--- config.mk ---
export PLATFORM = sky130hd
export DESIGN_NAME = motion_executor
export DESIGN_NICKNAME = d
export VERILOG_FILES = /design/src/rtl/motion_pkg.sv /design/src/rtl/motion_executor_tick_gen.sv /design/src/rtl/motion_executor.sv
export SDC_FILE = /design/constraint.sdc
export NUM_CORES = 1
export LEC_CHECK = 0
export ABC_AREA = 1
export BUFFER_PORTS_ARGS = -buffer_cell sky130_fd_sc_hd__buf_2
export CORE_UTILIZATION = 54
export CTS_BUF_LIST = sky130_fd_sc_hd__clkbuf_16
export CTS_CLUSTER_DIAMETER = 30
export DETAILED_ROUTE_END_ITERATION = 7
export PLACE_DENSITY = 0.76
export SETUP_SLACK_MARGIN = 0.5
export SLEW_MARGIN = 30
export SYNTH_ARGS = -nofsm -noshare
export SYNTH_HDL_FRONTEND = slang
export SYNTH_SLANG_ARGS = --single-unit
--- constraint.sdc ---
create_clock -name sys_clk -period 1.5 [get_ports sys_clk]
set_input_delay 0.075 -clock sys_clk [delete_from_list [all_inputs] [get_ports sys_clk]]
set_output_delay 0.075 -clock sys_clk [all_outputs]
set_load 0.03 [all_outputs]
--- src/rtl/motion_pkg.sv ---
// motion_pkg: encodings shared between the maze controller and the car-side
// motion executor.
//   - Command state codes (MOVE / TURN / WAIT), same encoding as the
//     controller's next_state.
//   - One-hot direction codes (FRONT / BACK / RIGHT / LEFT).
//   - Absolute heading enum (N / E / S / W).
//   - Executor FSM states.
//   - Default tick constants.
//   - Helpers for command legality and heading step.
package motion_pkg;

    localparam logic [1:0] MOVE = 2'b10;
    localparam logic [1:0] TURN = 2'b01;
    localparam logic [1:0] WAIT = 2'b00;

    localparam logic [3:0] FRONT = 4'b0001;
    localparam logic [3:0] BACK  = 4'b0010;
    localparam logic [3:0] RIGHT = 4'b0100;
    localparam logic [3:0] LEFT  = 4'b1000;

    localparam int DEF_TICK_DIV   = 2000000;  // 20 ms at 100 MHz
    localparam int DEF_TURN_TICKS = 5;
    localparam int DEF_MOVE_TICKS = 3;
    localparam int DEF_WAIT_TICKS = 1;

    typedef enum logic [1:0] {
        HEAD_N = 2'd0,
        HEAD_E = 2'd1,
        HEAD_S = 2'd2,
        HEAD_W = 2'd3
    } heading_e;

    typedef enum logic [1:0] {
        IDLE,
        RUN_TURN,
        RUN_MOVE,
        RUN_WAIT
    } exec_state_e;

    // A command is legal when its state code is defined and exactly one
    // direction bit is set.
    function automatic logic cmd_is_legal(input logic [1:0] st, input logic [3:0] dir);
        return (st != 2'b11) && $onehot(dir);
    endfunction

    // Heading change (mod 4) produced by a completed turn in direction dir.
    function automatic logic [1:0] heading_step(input logic [3:0] dir);
        logic [1:0] step;
        case (dir)
            RIGHT:   step = 2'd1;
            LEFT:    step = 2'd3;
            BACK:    step = 2'd2;
            default: step = 2'd0;
        endcase
        return step;
    endfunction

endpackage

--- src/rtl/motion_executor_tick_gen.sv ---
// tick_gen: free-running motion-tick divider.
// Emits a one-cycle tick every TICK_DIV cycles. The restart input forces the
// divider back to 0 on the next edge, so the first tick after a restart comes
// exactly TICK_DIV cycles later.
// Ports:
//   sys_clk - system clock
//   rst     - asynchronous active-high reset
//   restart - clear the divider on the next edge
//   tick    - high during the last cycle of each TICK_DIV-cycle period
module tick_gen
    import motion_pkg::*;
#(
    parameter int TICK_DIV = DEF_TICK_DIV
) (
    input  logic sys_clk,
    input  logic rst,
    input  logic restart,
    output logic tick
);

    localparam int               DIV_W    = (TICK_DIV > 1) ? $clog2(TICK_DIV) : 1;
    localparam logic [DIV_W-1:0] DIV_LAST = DIV_W'(TICK_DIV - 1);

    logic [DIV_W-1:0] div_q, div_d;

    assign tick = (div_q == DIV_LAST);

    // NOTE: every always_comb output gets a default first so no path leaves
    // it unassigned; that is what keeps latches from being inferred.
    always_comb begin
        div_d = div_q + DIV_W'(1);
        if (restart || tick) begin
            div_d = '0;
        end
    end

    // NOTE: state registers use non-blocking assignments only, so every flop
    // samples the pre-edge values regardless of block evaluation order.
    always_ff @(posedge sys_clk or posedge rst) begin
        if (rst) begin
            div_q <= '0;
        end else begin
            div_q <= div_d;
        end
    end

endmodule

--- src/rtl/motion_executor.sv ---
// motion_executor: car-side consumer of the maze controller's command stream.
// Accepts one (state, direction) command at a time, drives the motor outputs
// for N motion ticks, pulses done in the final drive cycle, and keeps the
// absolute heading.
// Optional feature: define MOTION_QUEUE_EN to add a one-entry command buffer
// so a new command can be accepted while one is executing.
// Ports:
//   sys_clk, rst                 - clock, asynchronous active-high reset
//   cmd_valid, cmd_state,cmd_dir - command offer (state code, one-hot dir)
//   cmd_ready                    - command accepted on edges with valid&&ready
//   drv_fwd/back/left/right      - motor control, at most one high
//   busy                         - executing a command
//   done                         - pulse in the last cycle of a command
//   cmd_err                      - pulse one cycle after an illegal command
//   heading                      - 0 N, 1 E, 2 S, 3 W
module motion_executor
    import motion_pkg::*;
#(
    parameter int TICK_DIV   = DEF_TICK_DIV,
    parameter int TURN_TICKS = DEF_TURN_TICKS,
    parameter int MOVE_TICKS = DEF_MOVE_TICKS,
    parameter int WAIT_TICKS = DEF_WAIT_TICKS
) (
    input  logic       sys_clk,
    input  logic       rst,
    input  logic       cmd_valid,
    input  logic [1:0] cmd_state,
    input  logic [3:0] cmd_dir,
    output logic       cmd_ready,
    output logic       drv_fwd,
    output logic       drv_back,
    output logic       drv_left,
    output logic       drv_right,
    output logic       busy,
    output logic       done,
    output logic       cmd_err,
    output logic [1:0] heading
);

    // Tick counter must hold the longest command length.
    localparam int MAX_A     = (2 * TURN_TICKS > MOVE_TICKS) ? 2 * TURN_TICKS : MOVE_TICKS;
    localparam int MAX_TICKS = (MAX_A > WAIT_TICKS) ? MAX_A : WAIT_TICKS;
    localparam int CNT_W     = $clog2(MAX_TICKS + 1);

    typedef logic [CNT_W-1:0] cnt_t;

    // Command length in ticks; a front turn is zero-length.
    function automatic cnt_t ticks_for(input logic [1:0] st, input logic [3:0] dir);
        cnt_t n;
        case (st)
            TURN: begin
                if (dir == BACK)       n = cnt_t'(2 * TURN_TICKS);
                else if (dir == FRONT) n = '0;
                else                   n = cnt_t'(TURN_TICKS);
            end
            MOVE:    n = cnt_t'(MOVE_TICKS);
            default: n = cnt_t'(WAIT_TICKS);
        endcase
        return n;
    endfunction

    function automatic exec_state_e run_state_for(input logic [1:0] st);
        case (st)
            TURN:    return RUN_TURN;
            MOVE:    return RUN_MOVE;
            default: return RUN_WAIT;
        endcase
    endfunction

    exec_state_e state_q, state_d;
    logic [3:0]  dir_q, dir_d;
    cnt_t        n_q, n_d;
    cnt_t        cnt_q, cnt_d;
    heading_e    heading_q, heading_d;
    logic        err_q, err_d;

    logic        tick, running, last, accept, legal, start;
    logic [1:0]  start_state;
    logic [3:0]  start_dir;

    tick_gen #(.TICK_DIV(TICK_DIV)) u_tick (
        .sys_clk (sys_clk),
        .rst     (rst),
        .restart (start),
        .tick    (tick)
    );

    assign accept  = cmd_valid && cmd_ready;
    assign legal   = cmd_is_legal(cmd_state, cmd_dir);
    assign running = (state_q != IDLE);
    // Zero-length commands finish in their first RUN cycle; otherwise the
    // command ends on its N-th tick.
    assign last    = running && ((n_q == '0) || (tick && (cnt_q == n_q - cnt_t'(1))));

`ifdef MOTION_QUEUE_EN
    logic       buf_valid_q, buf_valid_d;
    logic [1:0] buf_state_q, buf_state_d;
    logic [3:0] buf_dir_q, buf_dir_d;

    assign cmd_ready = !buf_valid_q;

    // A buffered command takes priority and starts as soon as the executor is
    // free (including the edge that ends the current command). A new legal
    // command starts directly when idle, otherwise it goes into the buffer.
    always_comb begin
        start       = 1'b0;
        start_state = cmd_state;
        start_dir   = cmd_dir;
        buf_valid_d = buf_valid_q;
        buf_state_d = buf_state_q;
        buf_dir_d   = buf_dir_q;
        if (buf_valid_q && (!running || last)) begin
            start       = 1'b1;
            start_state = buf_state_q;
            start_dir   = buf_dir_q;
            buf_valid_d = 1'b0;
        end else if (accept && legal) begin
            if (running) begin
                buf_valid_d = 1'b1;
                buf_state_d = cmd_state;
                buf_dir_d   = cmd_dir;
            end else begin
                start = 1'b1;
            end
        end
    end

    always_ff @(posedge sys_clk or posedge rst) begin
        if (rst) begin
            buf_valid_q <= 1'b0;
            buf_state_q <= WAIT;
            buf_dir_q   <= '0;
        end else begin
            buf_valid_q <= buf_valid_d;
            buf_state_q <= buf_state_d;
            buf_dir_q   <= buf_dir_d;
        end
    end
`else
    assign cmd_ready   = (state_q == IDLE);
    assign start       = accept && legal;
    assign start_state = cmd_state;
    assign start_dir   = cmd_dir;
`endif

    always_comb begin
        state_d   = state_q;
        dir_d     = dir_q;
        n_d       = n_q;
        cnt_d     = cnt_q;
        heading_d = heading_q;
        err_d     = accept && !legal;
        if (running) begin
            if (tick) begin
                cnt_d = cnt_q + cnt_t'(1);
            end
            if (last) begin
                state_d = IDLE;
                if (state_q == RUN_TURN) begin
                    heading_d = heading_e'(heading_q + heading_step(dir_q));
                end
            end
        end
        if (start) begin
            state_d = run_state_for(start_state);
            dir_d   = start_dir;
            n_d     = ticks_for(start_state, start_dir);
            cnt_d   = '0;
        end
    end

    always_ff @(posedge sys_clk or posedge rst) begin
        if (rst) begin
            state_q   <= IDLE;
            dir_q     <= '0;
            n_q       <= '0;
            cnt_q     <= '0;
            heading_q <= HEAD_N;
            err_q     <= 1'b0;
        end else begin
            state_q   <= state_d;
            dir_q     <= dir_d;
            n_q       <= n_d;
            cnt_q     <= cnt_d;
            heading_q <= heading_d;
            err_q     <= err_d;
        end
    end

    // Drive outputs decode the registered state only, so reset drops them
    // asynchronously.
    assign drv_left  = (state_q == RUN_TURN) && (dir_q == LEFT);
    assign drv_right = (state_q == RUN_TURN) && ((dir_q == RIGHT) || (dir_q == BACK));
    assign drv_back  = (state_q == RUN_MOVE) && (dir_q == BACK);
    assign drv_fwd   = (state_q == RUN_MOVE) && (dir_q != BACK);
    assign busy      = running;
    assign done      = last;
    assign cmd_err   = err_q;
    assign heading   = heading_q;

endmodule

==> run_results.csv <==
group,metric,value,unit
die,die_area,4770,um2
critical_path,rr_worst_depth,15,
drt,vias_per_cell,5.76,
cells_and_area,antenna_cells,0,
critical_path,critPathMaxFanout,6,
drt,detail-route-antenna-nets,0,
sta,max_freq,0.500,GHz
die,die_h,69.0,um
placed_design,preCtsSetupSlack,-0.736,ns
cts,cts_buffer_depth,2,
critical_path,worstPathArrival,2.17,ns
drt,drt_first_pass_iters,5,
placed_design,portBuffers,18,
pwr,p_comb_share,49.4,%
cts,h-tree-depth,2,
sta,worst_pin_slew,0.483,ns
sta,min_period_over_period,133,%
synth,synth_edf_count,0,
placed_design,place_congestion,0.900,
pwr,p_per_area,1550,nW/um2
synth,ys_seq_area_share,39.2,%
sta,setup_viol,38,
critical_path,critPathLaunchType,"input port",
status,status,"complete, but fails checks",
synth,synth_ff_type,"dfrtp_1",
global_routing,grt_max_degree,39,
global_routing,track_usage,29.8,%
sta,min_period,2.00,ns
synth,synth-seq-cells,38,
sta,relSlewSlack,67.8,%
pwr,pwr-share-clk,24.0,%
drt,drcViolationCount,0,
pwr,power.internal,3.50,mW
synth,ys_types,33,
synth,ys_warn_count,0,
pwr,p_sw_share,38.7,%
cells_and_area,drive_above_1_share,39.8,%
drt,routedWlPerCell,17.6,um
synth,syn_area_per_cell,7.56,um2
global_routing,antenna_found_initial,0,
min_path,worstHoldPathType,"input port to flop",
die,ios,19,
cts,cts.sinks,38,
die,die_w,69.0,um
synth,async_flop_share,100,%
critical_path,crit_path_end_kind,"flop",
global_routing,grt-ovfl-total,0,
min_path,whs_path_depth,2,
sta,fin_ws,-0.500,ns
run,max-cap-violations,0,
pwr,peakVddDrop,1.56,mV
synth,yosys.area.top_type,"dfrtp_1",
sta,hold_viol_final,0,
cells_and_area,mostFrequentLayoutCells,"58 x nand2_1, 57 x buf_4, 38 x inv_1",
synth,synth_top_area_share,39.2,%
pwr,total_power,5.71,mW
sta,fin_skew,0.00571,ns
drt,routed_wl,8.21,mm
pwr,power_frac_seq,26.5,%
die,core_area,4320,um2
pwr,leakagePower,1.81,nW
die,rows,24,
synth,syn_area,2430,um2
cells_and_area,area_delta_synth_final,51.5,%
cells_and_area,nets,436,
status,violations,"setup timing",
synth,synth_nets,343,
placed_design,place_hpwl,4.48,mm
pwr,p_sw,2.21,mW
synth,synth.top_cells.by_area,"dfrtp_1 39%, nand2_1 11%, inv_1 7.6%, nor2_1 6.8%, ha_1 6.2%",
drt,vias,2691,
sta,rsz0062_at_grt,"true",
cts,path_clk_slew,0.06,ns
critical_path,crit_required,1.67,ns
drt,drt_iter0_markers,161,
global_routing,grt_pass1_wl,11.3,mm
cts,clk_latency,0.28,ns
cts,cts_buffers,5,
cells_and_area,final_common_cell,"nand2_1",
cts,cts_tree,"done",
sta,drv_slew,0,
die,initial_core_util,56.1,%
cts,cts_root_buffer,"clkbuf_16",
synth,syn_inst,321,
critical_path,path_class,"input port to flop",
global_routing,grt_pass1_vias,2559,
-- critical path, cell delays in order --
cell and delay, ns:
buf_12 0.10, inv_12 0.03, fa_1 0.59, inv_2 0.07, ha_4 0.17, ha_4 0.20, nand3b_1 0.21, nor3_4 0.28
buf_6 0.18, nand2_2 0.09, nor2_4 0.12, a22oi_2 0.05
-- logic make-up after synthesis --
kind of cell / after synthesis / share of synthesized area [%]
XOR/XNOR: 12 / 4.95
adder cells (fa/ha/maj): 13 / 7.01
AND/OR/NAND/NOR: 181 / 34.6
flip-flops: 38 / 39.2
AO/OA/AOI/OAI: 23 / 5.41
buffers and inverters: 54 / 8.87
-- layout make-up --
class / instances / area, um2
multi-input cells: 229 / 1510
fillers: 218 / 647
inverters: 51 / 211
well taps: 52 / 65.1
flip-flops and latches: 38 / 952
clock buffers: 5 / 125
clock inverters: 3 / 63.8
repair buffers: 89 / 754
-- worst paths after layout --
| kind | from | to | slack, ns |
|---|---|---|---|
| min in group asynchronous | rst | heading[0]$_DFFE_PP0P_ | 0.51 |
| max in group asynchronous | rst | state_q[1]$_DFFE_PP0P_ | 0.62 |
| min reg2reg | u_tick.div_q[0]$_DFF_PP0_ | u_tick.div_q[0]$_DFF_PP0_ | 0.54 |
| max reg2reg | n_q[2]$_DFFE_PP0P_ | heading[0]$_DFFE_PP0P_ | -0.43 |
| max | cmd_dir[0] | n_q[0]$_DFFE_PP0P_ | -0.50 |
| min | cmd_valid | cmd_err$_DFF_PP0_ | 0.09 |
-- registers in the layout, indices dropped and copies added (netlist names) --
| signal | count |
|---|---|
| u_tick.div_q | 21 |
| cnt_q | 4 |
| dir_q | 4 |
| n_q | 4 |
| heading | 2 |
| state_q | 2 |
| cmd_err | 1 |
-- routing by layer --
layer	vias up	part of all wire, %	global-route usage, %
met5	-	0	0
met4	0	5.5	10.7
met3	52	5.4	5.70
met2	134	52	55.7
met1	1283	37	33.1
li1	1222	-	-
-- power by group through the flow --
stage	Sequential [mW]	Combinational, mW	Clock [mW]
4_1_cts	1.49	2.35	1.38
3_3_place_gp	1.47	1.91	0
5_1_grt	1.54	3.00	1.41
3_5_place_dp	1.48	1.98	0
2_1_floorplan	1.53	1.21	0
6_report	1.51	2.82	1.37
-- synth_stat cells (2+ instances only) --
library cell and count:
nand3_1 24, xor2_1 9, xnor2_1 2, nor2_4 2, o21ai_0 9, o21a_1 2, nand2_1 72, nor2_1 44
a21oi_1 8, nand3b_1 3, nand2_2 4, nor4_1 3, inv_2 2, ha_1 12, nor3_1 11, dfrtp_1 38
nor3b_1 3, nand4_1 9, nor3_4 2, inv_1 49
-- stage by stage --
step                util, %  area, um2  setup TNS (ns)  hold WS (ns)  std cells
floorplan                 -       2520          -13.18         0.196        321
global placement       70.9       3070          -21.34         0.209        442
detailed placement     70.9       3070          -24.68         0.216        442
CTS                    80.4       3480          -11.51        0.0647        458
global route           85.0       3680          -18.18        0.0854        467
finish                 85.0       3680          -17.59        0.0923        467
-- repair_timing --
action	4_1_cts	5_1_grt
setup buffers	7	9
hold endpoints to repair	38	0
resized for setup	55	36
endpoints found under the setup margin	45	46
hold buffers	1	0
pin swaps	10	22
No activity file was read; power rests on OpenSTA's default activity.
